File: src/rtl/svc_rv_ex_mc_ctrl_if.sv
// Bundle of signals between the EX stage, the multi-cycle functional units
// and the multi-cycle op controller. The controller attaches as slave; the
// pipeline/unit side (or a testbench) attaches as master.
interface svc_rv_ex_mc_ctrl_if #(
    parameter int XLEN      = 32,
    parameter int NUM_UNITS = 2,
    parameter int CNT_W     = 16
);
    localparam int UW = (NUM_UNITS > 1) ? $clog2(NUM_UNITS) : 1;

    logic                      op_valid_ex;
    logic [UW-1:0]             op_unit_ex;
    logic                      ex_flush;
    logic                      ex_mem_stall;
    logic [NUM_UNITS-1:0]      unit_start;
    logic [NUM_UNITS-1:0]      unit_kill;
    logic [NUM_UNITS-1:0]      unit_done;
    logic [NUM_UNITS*XLEN-1:0] unit_result;
    logic                      op_active_ex;
    logic                      result_valid;
    logic [XLEN-1:0]           result;
    logic [CNT_W-1:0]          busy_cycles;

    modport master (
        output op_valid_ex, op_unit_ex, ex_flush, ex_mem_stall,
        output unit_done, unit_result,
        input  unit_start, unit_kill, op_active_ex, result_valid,
        input  result, busy_cycles
    );

    modport slave (
        input  op_valid_ex, op_unit_ex, ex_flush, ex_mem_stall,
        input  unit_done, unit_result,
        output unit_start, unit_kill, op_active_ex, result_valid,
        output result, busy_cycles
    );
endinterface

File: src/rtl/svc_rv_ex_mc_ctrl.sv
// Multi-cycle op controller for the EX stage: launches one functional unit,
// stalls the pipeline while it runs, captures its result and holds it in
// DONE until EX/MEM accepts it, so the instruction is never restarted.
module svc_rv_ex_mc_ctrl #(
    parameter int XLEN      = 32,
    parameter int NUM_UNITS = 2,
    parameter int CNT_W     = 16
) (
    input logic                clk,
    input logic                rst_n,
    svc_rv_ex_mc_ctrl_if.slave bus
);
    localparam int UW = (NUM_UNITS > 1) ? $clog2(NUM_UNITS) : 1;
    // One extra bit so the unit count itself is representable for the range check.
    localparam logic [UW:0]      UNIT_LIMIT = (UW + 1)'(NUM_UNITS);
    localparam logic [CNT_W-1:0] CNT_MAX    = '1;

    typedef enum logic [1:0] {IDLE, EXEC, DONE} state_t;

    state_t               state_reg, state_next;
    logic [UW-1:0]        unit_reg;
    logic [XLEN-1:0]      result_reg;
    logic [CNT_W-1:0]     busy_reg;
    logic [CNT_W-1:0]     cnt_reg;

    logic [NUM_UNITS-1:0] unit_sel;
    logic [NUM_UNITS-1:0] start_vec;
    logic [NUM_UNITS-1:0] kill_vec;
    logic                 active;
    logic                 res_valid;
    logic                 launch;
    logic                 capture;
    logic                 done_hit;
    logic [XLEN-1:0]      result_sel;
    logic [XLEN-1:0]      result_masked [NUM_UNITS];

    // Decode the latched unit once; done detection and the result mux both use it.
    genvar gi;
    generate
        for (gi = 0; gi < NUM_UNITS; gi++) begin : g_unit
            assign unit_sel[gi]      = (unit_reg == UW'(gi));
            assign result_masked[gi] = unit_sel[gi] ? bus.unit_result[gi*XLEN +: XLEN] : '0;
        end
    endgenerate

    assign done_hit = |(bus.unit_done & unit_sel);

    // AND-OR result mux over the per-unit masked results.
    always_comb begin
        result_sel = '0;
        for (int i = 0; i < NUM_UNITS; i++) begin
            result_sel = result_sel | result_masked[i];
        end
    end

    // Next-state and output decode; all pulses are forced low while in reset.
    always_comb begin
        state_next = state_reg;
        start_vec  = '0;
        kill_vec   = '0;
        active     = 1'b0;
        res_valid  = 1'b0;
        launch     = 1'b0;
        capture    = 1'b0;
        case (state_reg)
            IDLE: begin
                if (bus.op_valid_ex && !bus.ex_flush &&
                    ({1'b0, bus.op_unit_ex} < UNIT_LIMIT)) begin
                    start_vec  = NUM_UNITS'(1) << bus.op_unit_ex;
                    active     = 1'b1;
                    launch     = 1'b1;
                    state_next = EXEC;
                end
            end
            EXEC: begin
                active = 1'b1;
                // A flush beats a completion arriving in the same cycle.
                if (bus.ex_flush) begin
                    kill_vec   = unit_sel;
                    state_next = IDLE;
                end else if (done_hit) begin
                    capture    = 1'b1;
                    state_next = DONE;
                end
            end
            DONE: begin
                res_valid = 1'b1;
                if (!bus.ex_mem_stall || bus.ex_flush) begin
                    state_next = IDLE;
                end
            end
            default: state_next = IDLE;
        endcase
        if (!rst_n) begin
            start_vec = '0;
            kill_vec  = '0;
            active    = 1'b0;
            res_valid = 1'b0;
            launch    = 1'b0;
            capture   = 1'b0;
        end
    end

    // State, latched unit, cycle counter and captured result/latency.
    always_ff @(posedge clk) begin
        if (!rst_n) begin
            state_reg  <= IDLE;
            unit_reg   <= '0;
            result_reg <= '0;
            busy_reg   <= '0;
            cnt_reg    <= '0;
        end else begin
            state_reg <= state_next;
            // cnt_reg equals the cycle index since the start pulse (saturating).
            if (launch) begin
                unit_reg <= bus.op_unit_ex;
                cnt_reg  <= CNT_W'(1);
            end else if (state_reg == EXEC && cnt_reg != CNT_MAX) begin
                cnt_reg <= cnt_reg + CNT_W'(1);
            end
            if (capture) begin
                result_reg <= result_sel;
                busy_reg   <= cnt_reg;
            end
        end
    end

    assign bus.unit_start   = start_vec;
    assign bus.unit_kill    = kill_vec;
    assign bus.op_active_ex = active;
    assign bus.result_valid = res_valid;
    assign bus.result       = result_reg;
    assign bus.busy_cycles  = busy_reg;

endmodule

File: src/flat_wrapper.sv
// flat-port wrapper written by rule: the top's interface ports become plain ports
module svc_rv_ex_mc_ctrl_flat 
#(
    parameter int XLEN      = 32,
    parameter int NUM_UNITS = 2,
    parameter int CNT_W     = 16
)
  (clk, rst_n, bus_op_valid_ex, bus_op_unit_ex, bus_ex_flush, bus_ex_mem_stall, bus_unit_done, bus_unit_result, bus_unit_start, bus_unit_kill, bus_op_active_ex, bus_result_valid, bus_result, bus_busy_cycles);
  svc_rv_ex_mc_ctrl_if #(.XLEN(XLEN), .NUM_UNITS(NUM_UNITS), .CNT_W(CNT_W)) bus_i ();
  input logic clk;
  input logic rst_n;
  input wire logic [$bits(bus_i.op_valid_ex)-1:0] bus_op_valid_ex;
  input wire logic [$bits(bus_i.op_unit_ex)-1:0] bus_op_unit_ex;
  input wire logic [$bits(bus_i.ex_flush)-1:0] bus_ex_flush;
  input wire logic [$bits(bus_i.ex_mem_stall)-1:0] bus_ex_mem_stall;
  input wire logic [$bits(bus_i.unit_done)-1:0] bus_unit_done;
  input wire logic [$bits(bus_i.unit_result)-1:0] bus_unit_result;
  output wire logic [$bits(bus_i.unit_start)-1:0] bus_unit_start;
  output wire logic [$bits(bus_i.unit_kill)-1:0] bus_unit_kill;
  output wire logic [$bits(bus_i.op_active_ex)-1:0] bus_op_active_ex;
  output wire logic [$bits(bus_i.result_valid)-1:0] bus_result_valid;
  output wire logic [$bits(bus_i.result)-1:0] bus_result;
  output wire logic [$bits(bus_i.busy_cycles)-1:0] bus_busy_cycles;
  assign bus_i.op_valid_ex = bus_op_valid_ex;
  assign bus_i.op_unit_ex = bus_op_unit_ex;
  assign bus_i.ex_flush = bus_ex_flush;
  assign bus_i.ex_mem_stall = bus_ex_mem_stall;
  assign bus_i.unit_done = bus_unit_done;
  assign bus_i.unit_result = bus_unit_result;
  assign bus_unit_start = bus_i.unit_start;
  assign bus_unit_kill = bus_i.unit_kill;
  assign bus_op_active_ex = bus_i.op_active_ex;
  assign bus_result_valid = bus_i.result_valid;
  assign bus_result = bus_i.result;
  assign bus_busy_cycles = bus_i.busy_cycles;
  svc_rv_ex_mc_ctrl #(.XLEN(XLEN), .NUM_UNITS(NUM_UNITS), .CNT_W(CNT_W)) u_core (.clk(clk), .rst_n(rst_n), .bus(bus_i));
endmodule
File: config.mk
export PLATFORM = sky130hd
export DESIGN_NAME = svc_rv_ex_mc_ctrl_flat
export DESIGN_NICKNAME = d
export VERILOG_FILES = /design/src/rtl/svc_rv_ex_mc_ctrl_if.sv /design/src/rtl/svc_rv_ex_mc_ctrl.sv /design/src/flat_wrapper.sv
export SDC_FILE = /design/constraint.sdc
export NUM_CORES = 1
export LEC_CHECK = 0
export ABC_AREA = 1
export ABC_CLOCK_PERIOD_IN_PS = 1800
export BUFFER_PORTS_ARGS = -buffer_cell sky130_fd_sc_hd__buf_4
export CAP_MARGIN = 0
export CELL_PAD_IN_SITES_DETAIL_PLACEMENT = 0
export CELL_PAD_IN_SITES_GLOBAL_PLACEMENT = 1
export CORE_ASPECT_RATIO = 1.1
export CORE_MARGIN = 4
export CORE_UTILIZATION = 33
export DETAILED_ROUTE_END_ITERATION = 12
export GPL_TIMING_DRIVEN = 0
export PLACE_DENSITY = 0.81
export SLEW_MARGIN = 20
export SYNTH_ARGS = -nofsm -noshare
export SYNTH_HDL_FRONTEND = slang
export SYNTH_SLANG_ARGS = --single-unit
File: constraint.sdc
create_clock -name clk -period 1.8 [get_ports clk]
set_clock_uncertainty 0.2 [all_clocks]
set_input_delay 0.36 -clock clk [delete_from_list [all_inputs] [get_ports clk]]
set_output_delay 0.36 -clock clk [all_outputs]
set_load 0.01 [all_outputs]
== Word level (Yosys, flattened, before mapping) ==
Cells that the tools add are included.

* Register bits: 67
* Input port bits: 72
* Logic and storage cells: 54

* Add/sub/neg operators: 1
* Equality and inequality tests: 6
* Shifts and indexed selects: 1
* Mux-type cells: 26
* Bitwise operators: 4
* Reduce and logical (&&, ||, !) cells: 10

{| class="wikitable"
|+ Operators by type and width
! operator !! count
|-
| $mux W32 || 2
|-
| $or A32 B32 Y32 || 1
|-
| $mux W2 || 10
|-
| $add A16 B1 Y16 const B || 1
|-
| $ne A16 B16 Y1 const B || 1
|-
| $mux W1 || 12
|-
| $pmux W2 S3 || 1
|-
| $ne A2 B1 Y1 const B || 2
|-
| $reduce_or A2 Y1 || 2
|-
| $ne A3 B2 Y1 const B || 1
|-
| $reduce_and A3 Y1 || 1
|-
| $and A2 B2 Y2 || 1
|-
| $eq A2 B1 Y1 const B || 1
|-
| $eq A2 B2 Y1 const B || 1
|-
| $logic_and A1 B1 Y1 || 2
|-
| $logic_not A1 Y1 || 2
|-
| $logic_not A2 Y1 || 1
|-
| $not A1 Y1 || 2
|-
| $pmux W1 S2 || 1
|-
| $reduce_bool A2 Y1 || 1
|-
| $shl A1 B1 Y2 const A || 1
|-
| $logic_or A1 B1 Y1 || 1
|}

== Logic depth before layout (Yosys ltp) ==
Gate-level depths: netlist (run 1).

* Depth in word-level cells: 7
* Depth in mapped cells: 10

== Worst setup path after synthesis (run 1) ==
Ideal clock, no wire load.

* Path kind: flip-flop to output port
* From: register u_core.unit_reg
* To: output port bus_unit_kill[1]
* Data arrival time: 1.122 ns
* Data required time: 1.240 ns
* Setup slack: 0.118 ns
* Cell stages (with the launch flop): 5
* Path buffers: 2
* Cell sequence: dfxtp_1 -> buf_6 -> inv_4 -> clkbuf_1 -> nor4_1

* Longest elaborated chain between the ends: 3

{| class="wikitable"
|+ RTL lines
! item !! RTL line !! source
|-
| start, declared || svc_rv_ex_mc_ctrl.sv:21 || <nowiki>logic [UW-1:0] unit_reg;</nowiki>
|-
| start signal, assigned || svc_rv_ex_mc_ctrl.sv:116 || <nowiki>unit_reg <= bus.op_unit_ex;</nowiki>
|-
| $mux W2 || svc_rv_ex_mc_ctrl.sv:78 || <nowiki>if (bus.ex_flush) begin</nowiki>
|-
| $mux W2 || svc_rv_ex_mc_ctrl.sv:65 || <nowiki>case (state_reg)</nowiki>
|-
| $mux W2 || svc_rv_ex_mc_ctrl.sv:94 || <nowiki>if (!rst_n) begin</nowiki>
|-
| end, declared || flat_wrapper.sv:19 || <nowiki>output wire logic [$bits(bus_i.unit_kill)-1:0] bus_unit_kill;</nowiki>
|}

Every way passes these cells.

== Final worst setup path (run 1) ==
* From: register u_core.unit_reg
* To: output port bus_unit_kill[0]

* Longest elaborated chain between the ends: 4

{| class="wikitable"
|+ RTL lines
! item !! RTL line !! source
|-
| $not A1 Y1 || svc_rv_ex_mc_ctrl.sv:41 || <nowiki>assign unit_sel[gi] = (unit_reg == UW'(gi));</nowiki>
|-
| $mux W2 || svc_rv_ex_mc_ctrl.sv:78 ||
|-
| $mux W2 || svc_rv_ex_mc_ctrl.sv:65 ||
|-
| $mux W2 || svc_rv_ex_mc_ctrl.sv:94 ||
|}

Every way passes these cells.

==> flow_summary.yaml, run 1 <==
worst_setup_path:
  r2r_start: "u_core.state_reg[0]"
  critPathKind: "flop to output port"
  reg2reg_slack_ns: 0.08
  reg2reg_depth: 9
  crit_path_end: "bus_unit_kill[0]"
  cp_data_arrival_time_ns: 1.34
  critPathLaunchType: "flop"
  cp.required_ns: 1.24
  critPathMaxFanout: 4
  r2r-end: "u_core.bus.busy_cycles[13]"
  crit_start: "u_core.unit_reg"
  critPathCaptureType: "output port"
floorplan:
  die-height_um: 113
  io_pins: 126
  rows: 38
  core_area_um2: 9790
  die_w_um: 103
  start_util: 0.336
  dieArea_um2: 11700
cells_and_area:
  largest_reg_flops: 32
  final_common_cell: "nand2_1"
  ff_latch_area_um2: 1350
  area_growth_pct: 45.1
  final_cell_mix: "156 x nand2_1, 137 x buf_4, 81 x nor2_1, 63 x dfxtp_1, 32 x nand3_1"
  fillers: 977
  nets: 697
  fin_cells: 749
  n_antenna_cell: 0
  multi_input_area_um2: 1770
  drive_gt1_frac: 0.347
power_and_ir_drop:
  clock_power_share: 0.445
  p_switching_mw: 0.798
  p_leak_nw: 2.21
  combPwrFrac: 0.116
  powerDensity_nw_per_um2: 721
  p_int_mw: 2.65
  p_sw_frac: 0.231
  ir_worst_vdd_uv: 358
  pwr-share-seq: 0.439
timing:
  period_needed_ns: 1.90
  rsz0062_at_grt: "yes"
  hold_viol: 0
  slew_violations: 0
  fin_crit_sh: 1.06
  max_freq_mhz: 526
  holdWs_ns: 0.0995
  postLayoutSetupSlackWorst_ns: -0.102
  finalSetupViolCount: 5
  relSlewSlack: 0.663
  tightest_slew_ns: 0.506
logic_synthesis:
  syn-instance-count: 481
  synth_area_per_cell_um2: 6.85
  synth_area_leader_cell: "dfxtp_1"
  ys_ff_latch: 67
  synth-edff-count: 0
  ys_seq_area_frac: 0.407
  async_reset_ff_frac: 0
  synth_top_area_frac: 0.407
  synth_nets: 554
  ys.flop_type: "dfxtp_1"
  synthTopCellsByArea: "dfxtp_1 41%, nand2_1 18%, nor2_1 9.5%"
  ys_warn_count: 0
  synth.cell_area_um2: 3300
  ys_types: 28
global_routing:
  grt_pass1_wl_mm: 15.5
  grt_overflow: 0
  track_usage: 0.168
  antenna_found_initial: 0
  grt_max_degree: 18
  grt_pass1_vias: 3204
hold_path:
  hold_class: "input port to flop"
  holdCritStartpoint: "bus_ex_mem_stall"
clock_tree:
  cts_tree: "built"
  clk_latency_ns: 0.35
  htree_levels: 3
  cts_root_buffer: "clkbuf_8"
  cts.sinks: 67
  clk_pin_slew_ns: 0.07
  hold_buffers: 0
  numCtsBuffers: 9
  clockBufferDepth: 2
route:
  post_drt_wl_per_cell_um: 13.4
  vias: 3481
  drt_iter0_drc: 97
  drt-total-wl_mm: 10.1
  drtPass1Iterations: 4
  postRouteAntennaNets: 0
  drc_errors: 0
  viasPerCell: 4.65
place:
  gp_congestion: 0.800
  dp_hpwl_mm: 7.57
  numPortBuffers: 124
  dp_cells: 725
outcome:
  outcome: "finished, violations left"
  violations: "setup timing"
run:
  drv_cap: 0
cells in the mapped netlist (2+ instances only):
cell type and instances:
buf_4 4, clkbuf_1 10, nand4_1 8, buf_2 6, nor4_1 2, o21ai_2 9, xor2_1 5, inv_4 2
a21oi_2 9, inv_2 2, nand3_1 33, nand2_2 6, a21oi_1 6, dfxtp_1 67, nand2_4 2, buf_6 4
nor2_1 83, o21ai_0 33, inv_1 18, nor2_4 6, nand2_1 156, nor2_2 4
per-layer routing:
metal | vias to the layer above | wire length, um | part of all wire | track usage
met5 | - | 0 | 0 | 0
met4 | 0 | 163 | 0.016 | 0.0458
met3 | 13 | 710 | 0.071 | 0.0425
met2 | 89 | 4850 | 0.48 | 0.287
met1 | 1566 | 4340 | 0.43 | 0.209
li1 | 1813 | - | - | -
through the flow:
| stage | instance area, um2 | setup slack, ns | setup TNS, ns | utilization | power (mW) |
|---|---|---|---|---|---|
| after floorplan | 3300 | 0.118 | 0 | - | 1.72 |
| after global placement | 4380 | -0.0857 | -0.191 | 0.447 | 1.91 |
| after detailed placement | 4380 | -0.0785 | -0.205 | 0.447 | 1.92 |
| after CTS | 4710 | -0.139 | -0.470 | 0.480 | 3.47 |
| after global routing | 4780 | -0.163 | -1.04 | 0.488 | 3.60 |
| final | 4780 | -0.102 | -0.345 | 0.488 | 3.45 |
power groups by stage:
stage | Sequential [mW] | Clock, mW | Combinational, mW
floorplan | 1.55 | 0 | 0.176
global placement | 1.54 | 0 | 0.367
detailed placement | 1.55 | 0 | 0.370
CTS | 1.51 | 1.57 | 0.391
global route | 1.51 | 1.63 | 0.449
finish | 1.51 | 1.54 | 0.401
cell type report:
type                    count  area share
well taps                 120      0.0314
clock inverters             5      0.0209
flip-flops and latches     67       0.283
plain buffers              24      0.0366
repair buffers            132       0.207
multi-input cells         367       0.371
inverters                  23      0.0207
clock buffers              11      0.0296
worst max-delay path, cell delays in order (launching register included):
cell	delay, ns
dfxtp_1	0.31
buf_6	0.13
clkbuf_16	0.14
nor4_4	0.26
buf_4	0.16
cell families (layout without fill, tap and decap cells):
kind of cell / count (synthesis) / in the layout / synth area share
AOI/OAI and AO/OA: 59 / 59 / 0.111
and+or+nand+nor: 301 / 302 / 0.393
xor gates and xnor gates: 5 / 5 / 0.0133
buffers and inverters: 48 / 195 / 0.0721
adders and majority gates: 1 / 1 / 0.00380
DFF: 67 / 67 / 0.407
repair_timing:
item,4_1_cts,5_1_grt
endpoints found under the hold margin,0,0
resized for setup,15,19
setup endpoints to repair,5,22
pin swaps,5,7
buffers inserted,4,4
gates cloned,0,1
how the worst min path moves through the flow:
stage | endpoint | slack (ns) | depth (start not counted)
after floorplan | u_core.bus.busy_cycles[15] | 0.25 | 2
after global placement | u_core.bus.result[11] | 0.25 | 2
after detailed placement | u_core.bus.result[26] | 0.26 | 2
after CTS | u_core.state_reg[1] | 0.09 | 3
after global routing | u_core.state_reg[1] | 0.1 | 3
final | u_core.state_reg[1] | 0.1 | 3
Power figures use the tool's default switching activity.
==> run 2: changes to the inputs <==
CORE_UTILIZATION = 35   (was 33)
CTS_BUF_LIST = sky130_fd_sc_hd__clkbuf_2   (was default)
PLACE_DENSITY = 0.85   (was 0.81)
==> run 2 against run 1 <==
The flow still finishes with violations (setup timing). Global-route usage increased by 3.3 points. Critical path depth increased by 1. Maximum frequency decreased by 7.4%. Cell area increased by 11%. Register-to-register slack got worse by 0.04 ns. Non-clock buffer count increased by 55. Worst hold slack got worse by 0.061 ns. Power decreased by 7.9%.
==> flow_summary.yaml, run 2 (synthesis results as in run 1) <==
timing:
  tightest_slew_ns: 0.479
  max_freq_mhz: 487
  postLayoutSetupSlackWorst_ns: -0.254
  hold_viol: 0
  finalSetupViolCount: 6
  relSlewSlack: 0.680
  fin_crit_sh: 1.14
  period_needed_ns: 2.05
  holdWs_ns: 0.0386
  slew_violations: 0
  rsz0062_at_grt: "yes"
worst_setup_path:
  critPathMaxFanout: 4
  cp_data_arrival_time_ns: 1.49
  crit_start: "u_core.state_reg[0]"
  r2r_start: "u_core.state_reg[0]"
  critPathKind: "flop to output port"
  cp.required_ns: 1.24
  critPathCaptureType: "output port"
  critPathLaunchType: "flop"
clock_tree:
  htree_levels: 3
  cts.sinks: 67
  cts_tree: "built"
  cts_root_buffer: "clkbuf_2"
  clk_latency_ns: 0.50
  clk_pin_slew_ns: 0.18
  numCtsBuffers: 9
  clockBufferDepth: 2
outcome:
  outcome: "finished, violations left"
  violations: "setup timing"
place:
  numPortBuffers: 124
  pre_cts_slack_ns: -0.0884
  dp_cells: 719
  gp_congestion: 0.768
  dp_hpwl_mm: 7.42
route:
  drt_iter0_drc: 184
  vias: 3761
  viasPerCell: 4.71
  drt-total-wl_mm: 11.1
  postRouteAntennaNets: 0
  drtPass1Iterations: 4
  post_drt_wl_per_cell_um: 13.9
  drc_errors: 0
run:
  drv_cap: 0
floorplan:
  rows: 36
  die-height_um: 110
  start_util: 0.366
  dieArea_um2: 11000
  die_w_um: 101
  io_pins: 126
  core_area_um2: 9010
cells_and_area:
  final_cell_mix: "155 x nand2_1, 132 x buf_4, 80 x nor2_1, 62 x dfxtp_1, 53 x dlygate4sd3_1"
  fin_cells: 798
  area_growth_pct: 60.4
  nets: 752
  drive_gt1_frac: 0.326
  final_common_cell: "nand2_1"
  largest_reg_flops: 32
  n_antenna_cell: 0
global_routing:
  grt_overflow: 0
  antenna_found_initial: 0
  grt_pass1_vias: 3675
  track_usage: 0.202
  grt_max_degree: 18
  grt_pass1_wl_mm: 17.7
hold_path:
  holdCritStartpoint: "bus_unit_result[51]"
  hold_class: "input port to flop"
power_and_ir_drop:
  powerDensity_nw_per_um2: 601
  ir_worst_vdd_uv: 340
  p_leak_nw: 2.41
## run 2: metrics by stage
stage / cell area, um2 / setup TNS (ns) / util / total power, mW
after floorplan: 3300 / 0 / - / 1.72
after global placement: 4370 / -0.204 / 0.485 / 1.91
after detailed placement: 4370 / -0.185 / 0.485 / 1.91
after CTS: 5190 / -1.40 / 0.576 / 3.19
after global routing: 5290 / -2.05 / 0.587 / 3.33
final: 5290 / -1.22 / 0.587 / 3.18
## run 2: worst max-delay path, stage by stage (launching register included)
cell	delay (ns)
dfxtp_2	0.41
inv_2	0.06
nor2_4	0.13
inv_4	0.08
nor4_2	0.15
buf_4	0.17
## run 2: final timing paths
path,end,slack (ns),cells after the start
setup reg to reg,u_core.state_reg[0],0.04,5
hold / removal,u_core.bus.result[19],0.04,5
setup / recovery,bus_unit_kill[1],-0.25,5
hold reg to reg,u_core.bus.busy_cycles[6],0.28,2
## run 2: layout make-up
type | instances | area, um2
Buffer | 23 | 168
Clock buffer | 10 | 50.0
Clock inverter | 6 | 104
Fill cell | 822 | 3720
Inverter | 23 | 96.3
Multi-Input combinational cell | 367 | 1790
Sequential cell | 67 | 1360
Tap cell | 114 | 143
Timing Repair Buffer | 188 | 1580
## run 2: routing by layer
| metal | global-route usage | share of wire |
|---|---|---|
| met5 | 0 | 0 |
| met3 | 0.0489 | 0.060 |
| met1 | 0.242 | 0.42 |
| met4 | 0.0587 | 0.014 |
| met2 | 0.358 | 0.51 |
## run 2: repair_timing
item	in CTS	in global routing
endpoints found under the hold margin	29	1
pin swaps	7	8
buffers inserted	9	3
cloned	0	2
setup endpoints to repair	6	32
gates resized for setup	23	21
hold buffers	52	1
## run 2: report_power, final
group | internal (mW) | switching [mW]
combinational | 0.280 | 0.229
clock | 0.596 | 0.556
sequential | 1.50 | 0.0154
==> run 3: changes to the inputs <==
ABC_CLOCK_PERIOD_IN_PS = 2440   (was 1800)
REMOVE_ABC_BUFFERS = 1   (was default)
clock period = 2.44 ns   (was 1.8 ns; I/O delays follow)
==> run 3 against run 2 <==
The flow now finishes without violations. Global-route usage shrank 2.6 points. Via count down 7.6%. Flip-flop and latch count unchanged. Wire length down 9.5%. Sequential share of layout area grew 4.1 points. Worst hold slack better by 0.041 ns. Sequential power is 26% lower. Final cell count decreased by 9.3%. Non-clock buffer count is 77 lower. Cell area down 15%. First-iteration DRC count is 3.8% lower. Count of clock-buffer cells in the layout up 1. Largest power group unchanged. Highest routed layer unchanged.
==> flow_summary.yaml, run 3 (synthesis results as in run 1) <==
global_routing:
  use_met1: 0.210
  track_usage: 0.176
  grt_use_met2: 0.312
  antenna_found_initial: 0
  grt_max_degree: 54
  grt-busiest-layer: "met2"
  met3_usage: 0.0470
  grt_pass1_vias: 3221
  grt_pass1_wl_mm: 15.4
  grt_overflow: 0
timing:
  slew_violations: 0
  tightest_slew_ns: 0.651
  relSlewSlack: 0.565
  rsz0062_at_grt: "no"
  period_needed_ns: 2.34
  max_freq_mhz: 428
  hold_viol: 0
  fin_crit_sh: 0.958
  finalSetupViolCount: 0
cells_and_area:
  area_growth_pct: 37.0
  final_common_cell: "nand2_1"
  fin_util: 0.501
  final_cell_mix: "156 x nand2_1, 130 x buf_4, 83 x nor2_1, 65 x dfxtp_1"
  drive_gt1_frac: 0.321
  largest_reg_flops: 32
  nets: 678
  n_antenna_cell: 0
floorplan:
  start_util: 0.366
  die_w_um: 101
  rows: 36
  die-height_um: 110
  dieArea_um2: 11000
  core_area_um2: 9010
  io_pins: 126
worst_setup_path:
  slowest_delay_ns: 0.42
  cp_data_arrival_time_ns: 1.65
  reg2reg_depth: 6
  critPathMaxFanout: 52
  critPathKind: "input port to output port"
  crit_chain: "buf_4 -> inv_2 -> nor4_1 -> buf_4"
  critPathCaptureType: "output port"
  critPathLaunchType: "input port"
  cp.required_ns: 1.75
  crit_slowest_cell: "buf_4"
  crit_path_frequent_cell: "buf_4"
power_and_ir_drop:
  p_leak_nw: 2.08
  total_power_mw: 2.14
  ir_worst_vdd_uv: 197
  powerDensity_nw_per_um2: 473
run:
  drv_cap: 0
clock_tree:
  cts.sinks: 67
  numCtsBuffers: 9
  clk_latency_ns: 0.49
  cts_tree: "built"
  clk_pin_slew_ns: 0.20
  cts_root_buffer: "clkbuf_2"
  clockBufferDepth: 2
  htree_levels: 3
hold_path:
  hold_class: "input port to flop"
  hold-path-cell-count: 3
place:
  gp_congestion: 0.812
  numPortBuffers: 125
  dp_hpwl_mm: 6.49
route:
  viasPerCell: 4.80
  postRouteAntennaNets: 0
  post_drt_wl_per_cell_um: 13.9
  vias: 3475
  drt_iter0_drc: 177
  drt-total-wl_mm: 10.0
  drc_errors: 0
  drtPass1Iterations: 5
outcome:
  outcome: "finished, final reports clean"
run 3: through the flow:
step	hold WS [ns]	setup slack (ns)	TNS (ns)	std cells	cell area, um2
final	0.0800	0.102	0	724	4510
after global placement	0.253	-1.22	-50.62	695	4230
after CTS	0.0156	0.0205	0	720	4480
after floorplan	0.254	-0.132	-1.67	456	3150
after global routing	0.0323	0.0106	0	724	4510
after detailed placement	0.259	-0.849	-32.24	695	4230
run 3: worst max-delay path: cells and delay by family:
family / cells / cell delay (ns)
and+or+nand+nor: 1 / 0.30
buffers and inverters: 3 / 0.85
run 3: power by group:
part	total [mW]	switching [mW]	internal, mW
logic	0.280	0.147	0.133
clock network	0.740	0.395	0.345
registers	1.12	0.00984	1.11
total	2.14	0.552	1.59
run 3: final cells by class:
| class | count | area, um2 |
|---|---|---|
| fill | 916 | 4490 |
| multi-input combinational | 370 | 1760 |
| sequential | 67 | 1350 |
| clock inverter | 5 | 77.6 |
| clock buffer | 11 | 55.1 |
| tap | 114 | 143 |
| inverter | 23 | 91.3 |
| timing repair buffer | 134 | 1040 |
run 3: worst paths after layout:
check	start	endpoint	slack (ns)
worst max register to register	u_core.unit_reg	u_core.bus.result[9]	0.26
worst min-delay path	bus_op_unit_ex	u_core.unit_reg	0.08
worst max-delay path	rst_n	bus_unit_kill[0]	0.10
worst min register to register	u_core.bus.busy_cycles[8]	u_core.bus.busy_cycles[8]	0.29
run 3: what timing repair did:
item,in CTS,in global routing
pin swaps,2,1
hold buffers,0,1
setup buffers,6,2
setup endpoints to repair,49,46
endpoints found under the hold margin,0,1
cloned,3,1
gates resized for setup,4,1
run 3: routing by layer:
| layer | vias up | wire length, um | share of wire |
|---|---|---|---|
| met5 | - | 0 | 0 |
| met4 | 0 | 75 | 0.0075 |
| met3 | 7 | 829 | 0.083 |
| met2 | 106 | 4850 | 0.48 |
| met1 | 1583 | 4280 | 0.43 |
| li1 | 1779 | - | - |
